<file path="src/rtl/dma_burst_ctrl.sv">
// dma_burst_ctrl: splits one transfer command into 4 KB-safe AXI bursts and streams the beats over the native port
module dma_burst_ctrl #(
  parameter int DMA_DATA_WIDTH = 32,
  parameter int ADDR_W         = 32,
  parameter int LEN_W          = 8,
  parameter int CNT_W          = 24
) (
  input  logic                        clk,
  input  logic                        rst,
  input  logic                        start,
  input  logic                        dir,
  input  logic [ADDR_W-1:0]           base_addr,
  input  logic [CNT_W-1:0]            word_cnt,
  output logic                        busy,
  output logic                        done,
  input  logic                        s_valid,
  input  logic [DMA_DATA_WIDTH-1:0]   s_data,
  output logic                        s_ready,
  output logic                        m_valid,
  output logic [DMA_DATA_WIDTH-1:0]   m_data,
  input  logic                        m_ready,
  output logic                        valid,
  output logic [ADDR_W-1:0]           address,
  output logic [DMA_DATA_WIDTH-1:0]   wdata,
  output logic [DMA_DATA_WIDTH/8-1:0] wstrb,
  input  logic [DMA_DATA_WIDTH-1:0]   rdata,
  input  logic                        ready,
  output logic [LEN_W-1:0]            dma_len,
  input  logic                        dma_ready
);
  localparam int BYTES = DMA_DATA_WIDTH / 8;
  localparam int OFS   = $clog2(BYTES);
  localparam int BW    = CNT_W + LEN_W + 14;
  typedef enum logic [2:0] {IDLE, CALC, WAIT_DMA, XFER, DRAIN, DONE} state_t;
  state_t            state, state_nx;
  logic              dir_q;
  logic [ADDR_W-1:0] addr;
  logic [CNT_W-1:0]  remain;
  logic [LEN_W-1:0]  beat_cnt;
  logic [12:0]       bnd;
  logic [BW-1:0]     span, lim, beats;
  logic              xfer_wr, fire, last;
  always_comb begin
    bnd      = 13'd4096 - {1'b0, addr[11:0]};
    span     = BW'(bnd >> OFS);
    lim      = (BW'(1) << LEN_W) < span ? (BW'(1) << LEN_W) : span;
    beats    = BW'(remain) < lim ? BW'(remain) : lim;
    xfer_wr  = state == XFER && dir_q;
    valid    = state == XFER && (dir_q ? s_valid : !m_valid);
    fire     = valid && ready;
    last     = beat_cnt == dma_len;
    s_ready  = fire && dir_q;
    wdata    = xfer_wr ? s_data : '0;
    wstrb    = xfer_wr ? '1 : '0;
    address  = addr;
    busy     = state != IDLE && state != DONE;
    done     = state == DONE;
  end
  always_comb begin
    state_nx = state;
    case (state)
      IDLE:     state_nx = start ? CALC : IDLE;
      CALC:     state_nx = remain == '0 ? DRAIN : WAIT_DMA;
      WAIT_DMA: state_nx = dma_ready ? XFER : WAIT_DMA;
      XFER:     state_nx = fire && last ? CALC : XFER;
      DRAIN:    state_nx = dir_q || !m_valid ? DONE : DRAIN;
      DONE:     state_nx = IDLE;
      default:  state_nx = IDLE;
    endcase
  end
  always_ff @(posedge clk or negedge rst) begin
    if (!rst) begin
      state    <= IDLE;
      dir_q    <= 1'b0;
      addr     <= '0;
      remain   <= '0;
      beat_cnt <= '0;
      dma_len  <= '0;
      m_valid  <= 1'b0;
      m_data   <= '0;
    end else begin
      state <= state_nx;
      if (state == IDLE && start) begin
        dir_q  <= dir;
        addr   <= base_addr & ~ADDR_W'(BYTES - 1);
        remain <= word_cnt;
      end
      if (state == CALC && remain != '0) begin
        dma_len  <= LEN_W'(beats - BW'(1));
        beat_cnt <= '0;
      end
      if (fire) begin
        addr     <= addr + ADDR_W'(BYTES);
        beat_cnt <= beat_cnt + LEN_W'(1);
        if (last) remain <= remain - CNT_W'(dma_len) - CNT_W'(1);
      end
      if (fire && !dir_q) begin
        m_data  <= rdata;
        m_valid <= 1'b1;
      end else if (m_ready) m_valid <= 1'b0;
    end
  end
endmodule

</file>
<file path="config.mk">
export PLATFORM = sky130hd
export DESIGN_NAME = dma_burst_ctrl
export DESIGN_NICKNAME = d
export VERILOG_FILES = /design/src/rtl/dma_burst_ctrl.sv
export SDC_FILE = /design/constraint.sdc
export NUM_CORES = 1
export LEC_CHECK = 0
export CAP_MARGIN = 20
export CORE_AREA = 2 2 133 135
export DETAILED_ROUTE_END_ITERATION = 10
export DIE_AREA = 0 0 135 137
export PLACE_DENSITY = 0.74
export SLEW_MARGIN = 5
export SYNTH_ARGS = -nofsm -noshare
export SYNTH_HDL_FRONTEND = slang
export SYNTH_SLANG_ARGS = --single-unit
</file>
<file path="constraint.sdc">
create_clock -name clk -period 4.84 [get_ports clk]
set_input_delay 1.21 -clock clk [delete_from_list [all_inputs] [get_ports clk]]
set_output_delay 1.21 -clock clk [all_outputs]
set_load 0.005 [all_outputs]
</file>
==> impl_metrics.tcl, run 1 <==
set metrics [dict create \
    outcome "completed" \
    worst_slew_pin_slew_ps 989 \
    nNetsFinal 1162 \
    netlist_area_um2 7010 \
    routabilityCongestion 0.865 \
    layout_min_cycle_time_ps 4610 \
    ioPinCount 241 \
    utilization_pct 58.3 \
    hold_viol_final 0 \
    synth-main-ff-cell "dfrtp_1" \
    portBuffers 236 \
    period_share_pct 95.2 \
    cp-start-kind "flop" \
    worstSetupEndpointType "flop" \
    hp-class "flop to flop" \
    postSynthAreaPerCell_um2 8.92 \
    htreeDepth 3 \
    synthMuxAreaShare_pct 6.20 \
    cts_buffers 9 \
    coreArea_um2 17100 \
    syn_to_final_growth_pct 41.9 \
    antenna_found_initial 1 \
    grt_pass1_vias 6454 \
    die_h_um 137 \
    slew_headroom_pct 34.1 \
    drt-initial-drc-count 437 \
    synth_xor_area_share_pct 3.37 \
    synth-adder-area-share_pct 4.21 \
    fp.dieW_um 135 \
    clk_latency_ps 370 \
    max_freq_mhz 217 \
    drive_gt1_share_pct 10.8 \
    routed_via_density 5.55 \
    track_usage_pct 23.7 \
    hold_ws_ps 506 \
    synth-edff-count 0 \
    setup.worst_path.class "flop to flop" \
    drv_cap 0 \
    numClockSinks 107 \
    ant_nets 0 \
    grt_max_degree 55 \
    dieArea_um2 18500 \
    clk_path_buf_depth 2 \
    grt_remaining_overflow 0 \
    synth_cell_types 81 \
    grt_first_pass_wirelength_um 34700 \
    yosys_warnings 0 \
    drc_errors 0 \
    wire_per_inst_um 18.3 \
    diodes 0 \
    clk_pin_slew_ps 90 \
    required_ps 5090 \
    rows 48 \
    async_flop_share_pct 100 \
    hold_buffers 0 \
    synth_compound_area_share_pct 19.0 \
    cp_data_arrival_time_ps 4850 \
    vias 6893 \
    synth-seq-area-share_pct 38.2 \
    cts_tree "built" \
    cts-root-buf "clkbuf_16" \
    clock_skew_ps 16.2 \
    dr.pass1.iters 5 \
    setup_viol 0 \
    peakVddDrop_v 0.000180 \
    start_util_pct 41.1 \
    synth_top_family_by_area "simple AND/OR/NAND/NOR gates" \
    dp.final_hpwl_um 16900 \
    ys_seq_elements 107 \
    synth-simple-area-share_pct 23.8 \
    wl_um 22700 \
    p_per_area_nw_per_um2 261 \
    syn-instance-count 786 \
    path_max_fanout 10 \
    leakagePower_uw 0.00405 \
    slew_violations 0 \
    fillers 1512 \
]
## final timing paths
| check | start | to | slack, ps | cells after the start |
|---|---|---|---|---|
| hold / removal | remain[22] | remain[22] | 510 | 1 |
| max in group asynchronous | rst | m_data[16] | 3000 | 2 |
| setup / recovery | address[2] | dma_len[4] | 230 | 21 |
| hold reg to reg | remain[22] | remain[22] | 510 | 1 |
| min in group asynchronous | rst | address[2] | 900 | 1 |
| setup reg to reg | address[2] | dma_len[4] | 230 | 21 |
## power breakdown
part	total, µW	internal, µW	switching [µW]
combinational	743	416	327
sequential	1070	993	80.2
clock	781	376	405
## metrics by stage
stage          cell area, µm²  total power, µW  worst slack (ps)  setup TNS [ps]  instances
6_report                 9950             2600               231               0       1241
4_1_cts                  9910             2610              71.9               0       1238
3_3_place_gp             9590             1810               198               0       1222
3_5_place_dp             9590             1820              96.3               0       1222
5_1_grt                  9950             2720             -33.2           -33.2       1241
2_1_floorplan            7020             1430               119               0        788
## cells by family after synthesis
kind of cell             count (synthesis)
buffers and inverters                   75
adder cells (fa/ha/maj)                 23
AO/OA/AOI/OAI                          192
XOR/XNOR                                27
multiplexers                            39
flip-flops                             107
AND/OR/NAND/NOR                        321
other                                    2
## cell type report
class                      count  area [µm²]  area share [%]
clock buffer                   9         225            2.26
timing repair buffer         262        2550            25.7
tap                          225         282            2.83
multi-input combinational    606        4010            40.4
inverter                      25         101            1.02
clock inverter                 7        92.6           0.931
sequential                   107        2680            26.9
## metal layers
layer  wire length [µm]  GRT usage [%]
met3               1540           4.52
met1               9930           32.9
met4                431           7.47
met2              10800           37.4
met5                  0              0
## what timing repair did
action	CTS	global route
resized for setup	0	6
endpoints found under the setup margin	0	1
setup buffers	0	3
## synth_stat cells, types with 9 or more instances
cell type  number  area [µm²]
and2_1         40         250
nand4_1        16         100
xnor2_1        15         131
nand2_1        59         221
dfrtp_1       107        2680
mux2_2         35         394
nor2_1         68         255
ha_1           22         275
o21ai_0        54         270
nand3_1        32         160
or3_1          13        81.3
inv_1          24        90.1
nor4_1          9        56.3
a21oi_1        32         160
and3_1         11        68.8
xor2_1         12         105
clkbuf_1       33         124
a211oi_1       15         113
nand2b_1       10        62.6
o22ai_1         9        56.3
nor3_1         28         140
## flip-flops by register name (all words and copies together) (netlist names)
signal / count
beat_cnt: 8
dir_q: 1
state: 3
m_valid: 1
address: 30
dma_len: 8
m_data: 32
remain: 24
## critical path, stage by stage (launching register included)
cell and delay (ps):
dfrtp_1 380, inv_1 80, ha_2 210, or3b_2 510, or4_1 510, and2_4 180, inv_8 80, nand2_1 60
ha_1 330, nand4_1 160, nor3_2 180, a311oi_2 150, and2_4 200, buf_4 130, a21oi_1 140, ha_2 230
inv_1 90, or3_1 320, xor2_1 140, nor2_1 50, a22o_1 190, a21o_1 150
## placed cells by master, fill, tap and decap left out, types with 8 or more instances in the layout
| cell type | n |
|---|---|
| nand3_1 | 32 |
| o22ai_1 | 9 |
| xor2_1 | 12 |
| nor4_1 | 8 |
| and3_1 | 11 |
| xnor2_1 | 15 |
| ha_1 | 20 |
| or3_1 | 13 |
| inv_1 | 24 |
| nand2_1 | 59 |
| nor2_1 | 67 |
| mux2_2 | 35 |
| nand4_1 | 16 |
| clkdlybuf4s50_1 | 235 |
| a211oi_1 | 14 |
| nor3_1 | 25 |
| o21ai_0 | 54 |
| clkbuf_16 | 9 |
| a21oi_1 | 32 |
| nand2b_1 | 10 |
| dfrtp_1 | 107 |
| buf_4 | 27 |
| and2_1 | 39 |
Power figures use the tool's default switching activity.
==> inputs of run 2 (changes only) <==
- ABC_CLOCK_PERIOD_IN_PS: not set -> 4840
==> results of run 2 <==
No change in the layout: final DEF, timing and power equal those of run 1.
